`src/rtl/mdu_seq_pkg.sv`:
```
// Shared encodings for the iterative RV32M multiply/divide unit: funct3 op codes
// and sequencer states, plus the two's-complement helper used in PREP and FIX.
package mdu_seq_pkg;

    localparam logic [2:0] MDU_MUL    = 3'b000;
    localparam logic [2:0] MDU_MULH   = 3'b001;
    localparam logic [2:0] MDU_MULHSU = 3'b010;
    localparam logic [2:0] MDU_MULHU  = 3'b011;
    localparam logic [2:0] MDU_DIV    = 3'b100;
    localparam logic [2:0] MDU_DIVU   = 3'b101;
    localparam logic [2:0] MDU_REM    = 3'b110;
    localparam logic [2:0] MDU_REMU   = 3'b111;

    typedef enum logic [2:0] {
        S_IDLE = 3'd0,
        S_PREP = 3'd1,
        S_CALC = 3'd2,
        S_FIX  = 3'd3,
        S_DONE = 3'd4
    } state_e;

    function automatic logic [31:0] neg32(input logic [31:0] x);
        return ~x + 32'd1;
    endfunction

endpackage

```
`src/rtl/mdu_seq_adder.sv`:
```
// The single shared 32-bit adder: add_or_sub=1 computes a - b as a + ~b + 1,
// so cf=1 on subtract means "no borrow".
module mdu_seq_adder (
    input  logic [31:0] a,
    input  logic [31:0] b,
    input  logic        add_or_sub,
    output logic [31:0] sum,
    output logic        cf
);

    always_comb begin
        {cf, sum} = {1'b0, a} + {1'b0, b ^ {32{add_or_sub}}} + {32'd0, add_or_sub};
    end

endmodule

```
`src/rtl/mdu_seq.sv`:
```
// Iterative RV32M MUL/DIV unit: shift-add multiply and restoring divide over
// XLEN cycles through one shared adder, with valid/ready handshakes and kill.
module mdu_seq
    import mdu_seq_pkg::*;
#(
    parameter int XLEN = 32
) (
    input  logic            clk,
    input  logic            rst,
    input  logic            in_valid,
    output logic            in_ready,
    input  logic [2:0]      op,
    input  logic [XLEN-1:0] rs1,
    input  logic [XLEN-1:0] rs2,
    input  logic            kill,
    output logic            out_valid,
    input  logic            out_ready,
    output logic [XLEN-1:0] result
);

    localparam logic [5:0] LAST = 6'(XLEN - 1);

    state_e          state_q, state_d;
    logic [5:0]      cnt_q, cnt_d;
    logic [XLEN-1:0] acc_hi_q, acc_hi_d;
    logic [XLEN-1:0] acc_lo_q, acc_lo_d;   // rs1 -> |a| -> multiplier/product lo or quotient
    logic [XLEN-1:0] rem_q, rem_d;
    logic [XLEN-1:0] opnd_b_q, opnd_b_d;   // rs2 -> |b| (multiplicand or divisor)
    logic            sign_a_q, sign_a_d;
    logic            sign_b_q, sign_b_d;
    logic [2:0]      op_q, op_d;
    logic [XLEN-1:0] result_q, result_d;

    logic [XLEN-1:0] add_a, add_b, add_sum;
    logic            add_sub, add_cf;

    logic            signed_a, signed_b, is_div, div_zero, div_ovf, shortcut;
    logic            sa_now, sb_now, success;
    logic [XLEN-1:0] rem_shift, quo_fix, rem_fix;
    logic [2*XLEN-1:0] prod_fix;

    mdu_seq_adder u_adder (
        .a          (add_a),
        .b          (add_b),
        .add_or_sub (add_sub),
        .sum        (add_sum),
        .cf         (add_cf)
    );

    // Operand classification is taken from the latched op, valid from PREP on.
    always_comb begin
        signed_a = (op_q == MDU_MULH) || (op_q == MDU_MULHSU) ||
                   (op_q == MDU_DIV)  || (op_q == MDU_REM);
        signed_b = (op_q == MDU_MULH) || (op_q == MDU_DIV) || (op_q == MDU_REM);
        is_div   = op_q[2];
        div_zero = is_div && (opnd_b_q == '0);
        div_ovf  = is_div && !op_q[0] && (acc_lo_q == {1'b1, {(XLEN-1){1'b0}}}) &&
                   (opnd_b_q == '1);
        shortcut = div_zero || div_ovf;
    end

    always_ff @(posedge clk) begin
        if (rst) state_q <= S_IDLE;
        else     state_q <= state_d;
    end

    always_comb begin
        state_d = state_q;
        case (state_q)
            S_IDLE:  if (in_valid) state_d = S_PREP;
            S_PREP:  state_d = shortcut ? S_DONE : S_CALC;
            S_CALC:  if (cnt_q == LAST) state_d = S_FIX;
            S_FIX:   state_d = S_DONE;
            S_DONE:  if (out_ready) state_d = S_IDLE;
            default: state_d = S_IDLE;
        endcase
        if (kill && state_q != S_IDLE) state_d = S_IDLE;
    end

    always_comb begin
        in_ready  = (state_q == S_IDLE);
        out_valid = (state_q == S_DONE);
        result    = result_q;
    end

    always_comb begin
        cnt_d     = cnt_q;
        acc_hi_d  = acc_hi_q;
        acc_lo_d  = acc_lo_q;
        rem_d     = rem_q;
        opnd_b_d  = opnd_b_q;
        sign_a_d  = sign_a_q;
        sign_b_d  = sign_b_q;
        op_d      = op_q;
        result_d  = result_q;
        add_a     = acc_hi_q;
        add_b     = '0;
        add_sub   = 1'b0;
        sa_now    = signed_a && acc_lo_q[XLEN-1];
        sb_now    = signed_b && opnd_b_q[XLEN-1];
        rem_shift = {rem_q[XLEN-2:0], acc_lo_q[XLEN-1]};
        success   = 1'b0;
        prod_fix  = {acc_hi_q, acc_lo_q};
        quo_fix   = acc_lo_q;
        rem_fix   = rem_q;
        case (state_q)
            S_IDLE: begin
                if (in_valid) begin
                    op_d     = op;
                    acc_lo_d = rs1;
                    opnd_b_d = rs2;
                end
            end
            S_PREP: begin
                sign_a_d = sa_now;
                sign_b_d = sb_now;
                acc_lo_d = sa_now ? neg32(acc_lo_q) : acc_lo_q;
                opnd_b_d = sb_now ? neg32(opnd_b_q) : opnd_b_q;
                acc_hi_d = '0;
                rem_d    = '0;
                cnt_d    = '0;
                if (div_zero)     result_d = op_q[1] ? acc_lo_q : '1;
                else if (div_ovf) result_d = op_q[1] ? '0 : acc_lo_q;
            end
            S_CALC: begin
                cnt_d = (cnt_q == LAST) ? 6'd0 : cnt_q + 6'd1;
                if (!is_div) begin
                    add_a    = acc_hi_q;
                    add_b    = acc_lo_q[0] ? opnd_b_q : '0;
                    acc_hi_d = {add_cf, add_sum[XLEN-1:1]};
                    acc_lo_d = {add_sum[0], acc_lo_q[XLEN-1:1]};
                end else begin
                    // The bit shifted out of rem makes the trial succeed regardless of CF.
                    add_a    = rem_shift;
                    add_b    = opnd_b_q;
                    add_sub  = 1'b1;
                    success  = rem_q[XLEN-1] | add_cf;
                    rem_d    = success ? add_sum : rem_shift;
                    acc_lo_d = {acc_lo_q[XLEN-2:0], success};
                end
            end
            S_FIX: begin
                if (sign_a_q ^ sign_b_q) begin
                    prod_fix = ~{acc_hi_q, acc_lo_q} + 64'd1;
                    quo_fix  = neg32(acc_lo_q);
                end
                if (sign_a_q) rem_fix = neg32(rem_q);
                case (op_q)
                    MDU_MUL:                          result_d = prod_fix[XLEN-1:0];
                    MDU_MULH, MDU_MULHSU, MDU_MULHU: result_d = prod_fix[2*XLEN-1:XLEN];
                    MDU_DIV, MDU_DIVU:               result_d = quo_fix;
                    default:                          result_d = rem_fix;
                endcase
            end
            default: ;
        endcase
        if (kill) result_d = result_q;
    end

    always_ff @(posedge clk) begin
        if (rst) begin
            cnt_q    <= '0;
            acc_hi_q <= '0;
            acc_lo_q <= '0;
            rem_q    <= '0;
            opnd_b_q <= '0;
            sign_a_q <= 1'b0;
            sign_b_q <= 1'b0;
            op_q     <= '0;
            result_q <= '0;
        end else begin
            cnt_q    <= cnt_d;
            acc_hi_q <= acc_hi_d;
            acc_lo_q <= acc_lo_d;
            rem_q    <= rem_d;
            opnd_b_q <= opnd_b_d;
            sign_a_q <= sign_a_d;
            sign_b_q <= sign_b_d;
            op_q     <= op_d;
            result_q <= result_d;
        end
    end

endmodule
```
`config.mk`:
```
export PLATFORM = sky130hd
export DESIGN_NAME = mdu_seq
export DESIGN_NICKNAME = d
export VERILOG_FILES = /design/src/rtl/mdu_seq_pkg.sv /design/src/rtl/mdu_seq_adder.sv /design/src/rtl/mdu_seq.sv
export SDC_FILE = /design/constraint.sdc
export NUM_CORES = 1
export LEC_CHECK = 0
export ABC_AREA = 1
export ABC_CLOCK_PERIOD_IN_PS = 3600
export CAP_MARGIN = 20
export CORE_ASPECT_RATIO = 0.5
export CORE_UTILIZATION = 29
export CTS_CLUSTER_SIZE = 40
export DETAILED_ROUTE_END_ITERATION = 8
export GPL_TIMING_DRIVEN = 0
export SYNTH_ARGS = -nofsm -noshare
export SYNTH_HDL_FRONTEND = slang
export SYNTH_HIERARCHICAL = 1
export SYNTH_SLANG_ARGS = --single-unit
```
`constraint.sdc`:
```
create_clock -name clk -period 3.6 [get_ports clk]
set_input_delay 0.72 -clock clk [delete_from_list [all_inputs] [get_ports clk]]
set_output_delay 0.72 -clock clk [all_outputs]
set_load 0.03 [all_outputs]
```
After elaboration in Yosys (flattened, before gate mapping):

Index checks and enable logic that the tools add are counted.

* bits in registers: 174
* input bits: 72
* output and inout bits: 34
* logic and storage cells: 113

* $add $sub $neg: 7
* eq/ne operators: 21
* multiplexer cells: 35
* bitwise logic cells: 8
* reduce and logical (&&, ||, !) cells: 32

Operator list (count)
* $mux 32: 19
* $pmux 32 s2: 4
* $pmux 32 s3: 2
* $add 32x1->32 const B: 3
* $not 32->32: 3
* $add 64x1->64 const B: 1
* $eq 32x32->1 const B: 2
* $mux 64: 1
* $not 64->64: 1
* $add 32x32->33: 1
* $add 33x1->33: 1
* $logic_not 32->1: 1
* $xor 32x32->32: 1
* $pmux 3 s5: 1
* $eq 3x2->1 const B: 4
* $eq 3x3->1 const B: 4
* $mux 3: 4
* $ne 2x2->1 const B: 6
* $pmux 6 s2: 1
* $reduce_and 3->1: 4
* $logic_and 1x1->1: 7
* $add 6x1->6 const B: 1
* $eq 3x1->1 const B: 2
* $eq 6x5->1 const B: 1
* 15 further kinds: 28

Logic depth before layout (Yosys ltp):

* word-level depth: 10
* mapped depth: 26
* mapped depth without buffers: 23

Cells and area by module:

Netlist, hierarchy kept.

Modules (own cells, without submodules)
* mdu_seq: instances 1, cells each 2391, area each 13802.0 µm², seq. area each 3483.3 µm²
* mdu_seq_adder: instances 1, cells each 484, area each 2627.5 µm², seq. area each 0.0 µm²

Least setup slack after synthesis:

Ideal clock, no wire load.

* path kind: flip-flop to flip-flop
* from: register state_q[2]
* to: register rem_q[24]
* setup time: 0.086 ns
* arrival time: 3.832 ns
* required time: 3.514 ns
* path slack: -0.317 ns
* stages on the path, launching flop included: 24
* buffers on the path: 5
* period minus slack after synthesis: 3.917 ns
* cells stage by stage: dfxtp_1 > nor2_1 > inv_1 > nor2_2 > nand2_1 > inv_1 > buf_2 > buf_4 > buf_2 > xor2_1 > ha_1 > a21oi_2 > o21bai_1 > a21oi_2 > inv_2 > nand2_1 > nand3_1 > nand2_1 > nand2_1 > nor2_1 > clkbuf_1 > buf_1 > o211ai_1 > a211oi_1

* longest elaborated chain between the ends: 9
* elaborated cells between the ends (all ways): 15
* classes of those cells: add/sub (2); eq/ne (3); mux (6); bitwise (2); reduce/logical (2)

RTL lines
* start: declaration: RTL line mdu_seq.sv:23 `state_e state_q, state_d;`
* start signal: assignment: RTL line mdu_seq.sv:64 `else state_q <= state_d;`
* $eq 3x2->1 *: RTL line mdu_seq.sv:106 `case (state_q)`
* $mux 1 *: RTL line mdu_seq.sv:106
* via add_sub: RTL line mdu_seq.sv:35 `logic add_sub, add_cf;`
* $xor 32x32->32: RTL line mdu_seq_adder.sv:12 `{cf, sum} = {1'b0, a} + {1'b0, b ^ {32{add_or_sub}}} + {32'd0, add_or_sub};`
* $add 32x32->33: RTL line mdu_seq_adder.sv:12
* $add 33x1->33 *: RTL line mdu_seq_adder.sv:12
* via add_cf: RTL line mdu_seq.sv:35
* $or 1x1->1 *: RTL line mdu_seq.sv:137 `success = rem_q[XLEN-1] | add_cf;`
* $mux 32 *: RTL line mdu_seq.sv:138 `rem_d = success ? add_sum : rem_shift;`
* $mux 32 *: RTL line mdu_seq.sv:127 `if (!is_div) begin`
* $pmux 32 s2 *: RTL line mdu_seq.sv:106
* end signal: assignment: RTL line mdu_seq.sv:175 `rem_q <= rem_d;`
* end: declaration: RTL line mdu_seq.sv:27 `logic [XLEN-1:0] rem_q, rem_d;`

The timed path passes the listed nets; every way through them passes the cells marked *. The select of a mux whose other input is x is not followed.
A chain may end at the register's enable or synchronous reset.

Worst setup path after layout:

* from: register state_q[0]
* to: register rem_q[10]

* elaborated cells between the ends (all ways): 15
* classes of those cells: add/sub (2); eq/ne (3); mux (6); bitwise (2); reduce/logical (2)

RTL lines
* $eq 3x2->1: RTL line mdu_seq.sv:106
* $mux 32: RTL line mdu_seq.sv:106
* via add_b[0]: RTL line mdu_seq.sv:34 `logic [XLEN-1:0] add_a, add_b, add_sum;`
* $xor 32x32->32: RTL line mdu_seq_adder.sv:12
* $add 32x32->33: RTL line mdu_seq_adder.sv:12
* $add 33x1->33: RTL line mdu_seq_adder.sv:12
* via add_sum[10]: RTL line mdu_seq.sv:34
* $mux 32: RTL line mdu_seq.sv:138
* $mux 32: RTL line mdu_seq.sv:127
* $pmux 32 s2: RTL line mdu_seq.sv:106

The timed path passes the listed nets, and every way through them passes these cells. The select of a mux whose other input is x is not followed.

==> results.json <==
{
  "outcome": "finished, final reports clean",
  "start_util_pct": 29.49,
  "netlist_area_sq_um": 16430,
  "nets": 3150,
  "synthCells": 2875,
  "dp.cells": 3735,
  "syn_to_final_growth_pct": 24.26,
  "clkTransAtPathRegs_ns": 0.07,
  "power_w": 0.01641,
  "setup_violations": 0,
  "peakVddDrop_mv": 0.3919,
  "clk_latency_ns": 0.48,
  "die_w_um": 338.6,
  "fillers": 6183,
  "htreeDepth": 4,
  "routed_via_density": 5.431,
  "ant_nets": 0,
  "design.core.area_sq_um": 55720,
  "final_cell_mix": "nand2_1 (778), nor2_1 (340), inv_1 (281)",
  "die_h_um": 170.3,
  "worstPathArrival_ns": 3.90,
  "maxSlewViolCount": 0,
  "rsz0062_at_grt": "yes",
  "grt_pass1_vias": 18636,
  "leakagePower_nw": 8.839,
  "worstSetupPathType": "reg -> reg",
  "async_flop_share_pct": 0,
  "cts_tree": "done",
  "globalRouteOverflowTotal": 0,
  "synth-main-ff-cell": "dfxtp_1",
  "ys_seq_area_share_pct": 21.20,
  "cap_violations": 0,
  "clockBufferDepth": 2,
  "final_common_cell": "nand2_1",
  "antenna_found_initial": 1,
  "finalHoldViolCount": 0,
  "drtPass1Iterations": 6,
  "cts_hold_buf": 0,
  "dpl.hpwl_um": 66080,
  "ys_ff_latch": 174,
  "grt_pass1_wl_um": 118100,
  "wl_per_cell_um": 21.47,
  "wl_met3_um": 8026,
  "gp_congestion": 1.026,
  "worstSetupEndpointType": "flip-flop",
  "clock-skew-final_ns": 0.02098,
  "grt_usage_pct": 27.30,
  "start_kind": "flip-flop",
  "tightestPinTransition_ns": 1.097,
  "period_minus_slack_ns": 3.507,
  "synth_edf_count": 0,
  "holdCritPathClass": "reg -> reg",
  "relSlewSlack_pct": 26.84,
  "num_vias": 20677,
  "fin_cells": 3807,
  "syn_area_per_cell_sq_um": 5.715,
  "fmaxAchievable_mhz": 285.2,
  "routed_wl_um": 81750,
  "die_area_sq_um": 57670,
  "numPortBuffers": 104,
  "required_ns": 4.00,
  "power-per-cell-area_nw_per_um2": 803.9,
  "synth_cell_type_count": 51,
  "syn_nets": 2987,
  "wl_met1_um": 36270,
  "cts_buffers": 17,
  "dr.first_iter.drc_count": 2603,
  "rows": 61,
  "period_share_pct": 97.41,
  "ios": 106,
  "wl_met2_um": 35130,
  "cts.sinks": 174,
  "drive_gt1_share_pct": 10.69,
  "yosysWarnings": 6,
  "root_buffer": "clkbuf_16",
  "drc_errors": 0,
  "routed.top_layer": "met4",
  "cp_max_fo": 6,
  "grt_max_degree": 17
}
[worst paths after layout]
kind | from | to | slack [ns] | cells past startpoint
max | state_q[0] | rem_q[10] | 0.09 | 20
min | result[7] | result[7] | 0.47 | 2
max reg2reg | state_q[0] | rem_q[10] | 0.09 | 20
min reg2reg | result[7] | result[7] | 0.47 | 2
[power breakdown]
group | switching (W) | internal [W]
combinational | 0.00805 | 0.00319
sequential | 0.000665 | 0.00244
clock | 0.000945 | 0.00112
total | 0.00966 | 0.00675
[area by class of cell]
type	count	area [sq um]	area share, %
flip-flops and latches	174	3488	17.09
diodes	1	2.502	0.01226
clock inverters	10	151.4	0.7416
repair buffers	145	1369	6.705
plain buffers	154	925.9	4.535
multi-input cells	2244	11930	58.45
inverters	302	1150	5.632
well taps	756	945.9	4.633
clock buffers	21	450.4	2.206
[synth_stat cells (3+ instances only)]
cell | number | area, sq um
nand2_2 | 16 | 100.1
nor2_1 | 346 | 1299
nand3_2 | 9 | 90.09
clkbuf_1 | 111 | 416.7
ha_1 | 39 | 488.0
buf_6 | 5 | 56.30
a21oi_1 | 233 | 1166
o21ai_0 | 182 | 910.9
a21oi_2 | 4 | 35.03
nand4_1 | 24 | 150.1
xnor2_1 | 4 | 35.03
inv_1 | 284 | 1066
a211oi_1 | 12 | 90.09
dfxtp_1 | 174 | 3483
nand2_4 | 4 | 45.04
nor2_4 | 6 | 67.56
o211ai_1 | 77 | 578.1
or2_2 | 6 | 37.54
buf_2 | 29 | 145.1
o221ai_1 | 25 | 219.0
nor4_1 | 6 | 37.54
nand3b_1 | 7 | 52.55
buf_1 | 8 | 30.03
nor3_2 | 3 | 30.03
a31oi_1 | 7 | 43.79
inv_2 | 16 | 60.06
nor2_2 | 12 | 75.07
o21bai_1 | 12 | 90.09
o2111ai_1 | 11 | 96.34
nand2_1 | 793 | 2977
xor2_1 | 78 | 683.2
a22oi_1 | 4 | 30.03
o21ai_1 | 10 | 50.05
nand3_1 | 238 | 1191
nor3_1 | 52 | 260.3
a221oi_1 | 9 | 78.83
[sequential cells by signal (all words and copies together), names as in the netlist]
register / flops
acc_hi_q: 32
acc_lo_q: 32
cnt_q: 6
op_q: 3
opnd_b_q: 32
rem_q: 32
result: 32
sign_a_q: 1
sign_b_q: 1
state_q: 3
[logic make-up (layout without fill, tap and decap cells)]
group | after synthesis | after routing | share of synthesized area (%)
xor gates and xnor gates | 82 | 82 | 4.371
DFF | 174 | 174 | 21.20
other | 0 | 1 | 0
and+or+nand+nor | 1527 | 1527 | 39.34
buffers and inverters | 457 | 632 | 10.92
AOI/OAI and AO/OA | 595 | 595 | 21.07
adders and majority gates | 40 | 40 | 3.092
[stage by stage]
stage	hold WS (ns)	cell area, sq um	setup TNS (ns)	utilization, %	worst slack [ns]
global route	0.4934	20410	-0.6832	36.64	-0.05955
finish	0.4653	20410	0	36.64	0.09341
CTS	0.4676	19840	0	35.60	0.01069
global placement	0.4546	18430	-69.19	33.08	-1.534
detailed placement	0.4561	18430	-73.38	33.08	-1.630
floorplan	0.4500	16440	0	-	0.002412
[critical path, stage by stage (launching register included)]
cell	delay, ns
dfxtp_4	0.36
nor2_4	0.12
inv_2	0.07
nor2_4	0.15
buf_12	0.15
clkinv_8	0.07
clkbuf_16	0.17
nor3_4	0.23
nand2_1	0.09
nand2_2	0.08
inv_2	0.04
fa_2	0.42
o21ai_4	0.24
buf_4	0.19
nand2_2	0.06
nand2_4	0.08
nand2_2	0.06
nand2_4	0.09
xor2_1	0.38
o211ai_1	0.18
a21oi_1	0.17
[routing by layer]
layer	vias up	global-route usage (%)
li1	9793	-
met1	9708	38.64
met2	1037	42.55
met3	139	4.144
met4	0	7.968
met5	-	0
[timing repair]
action,4_1_cts,5_1_grt
pin swaps,38,36
gates resized for setup,164,115
setup buffers,23,17
cloned,0,1
endpoints found under the setup margin,65,43
No activity file was read; power rests on OpenSTA's default activity.
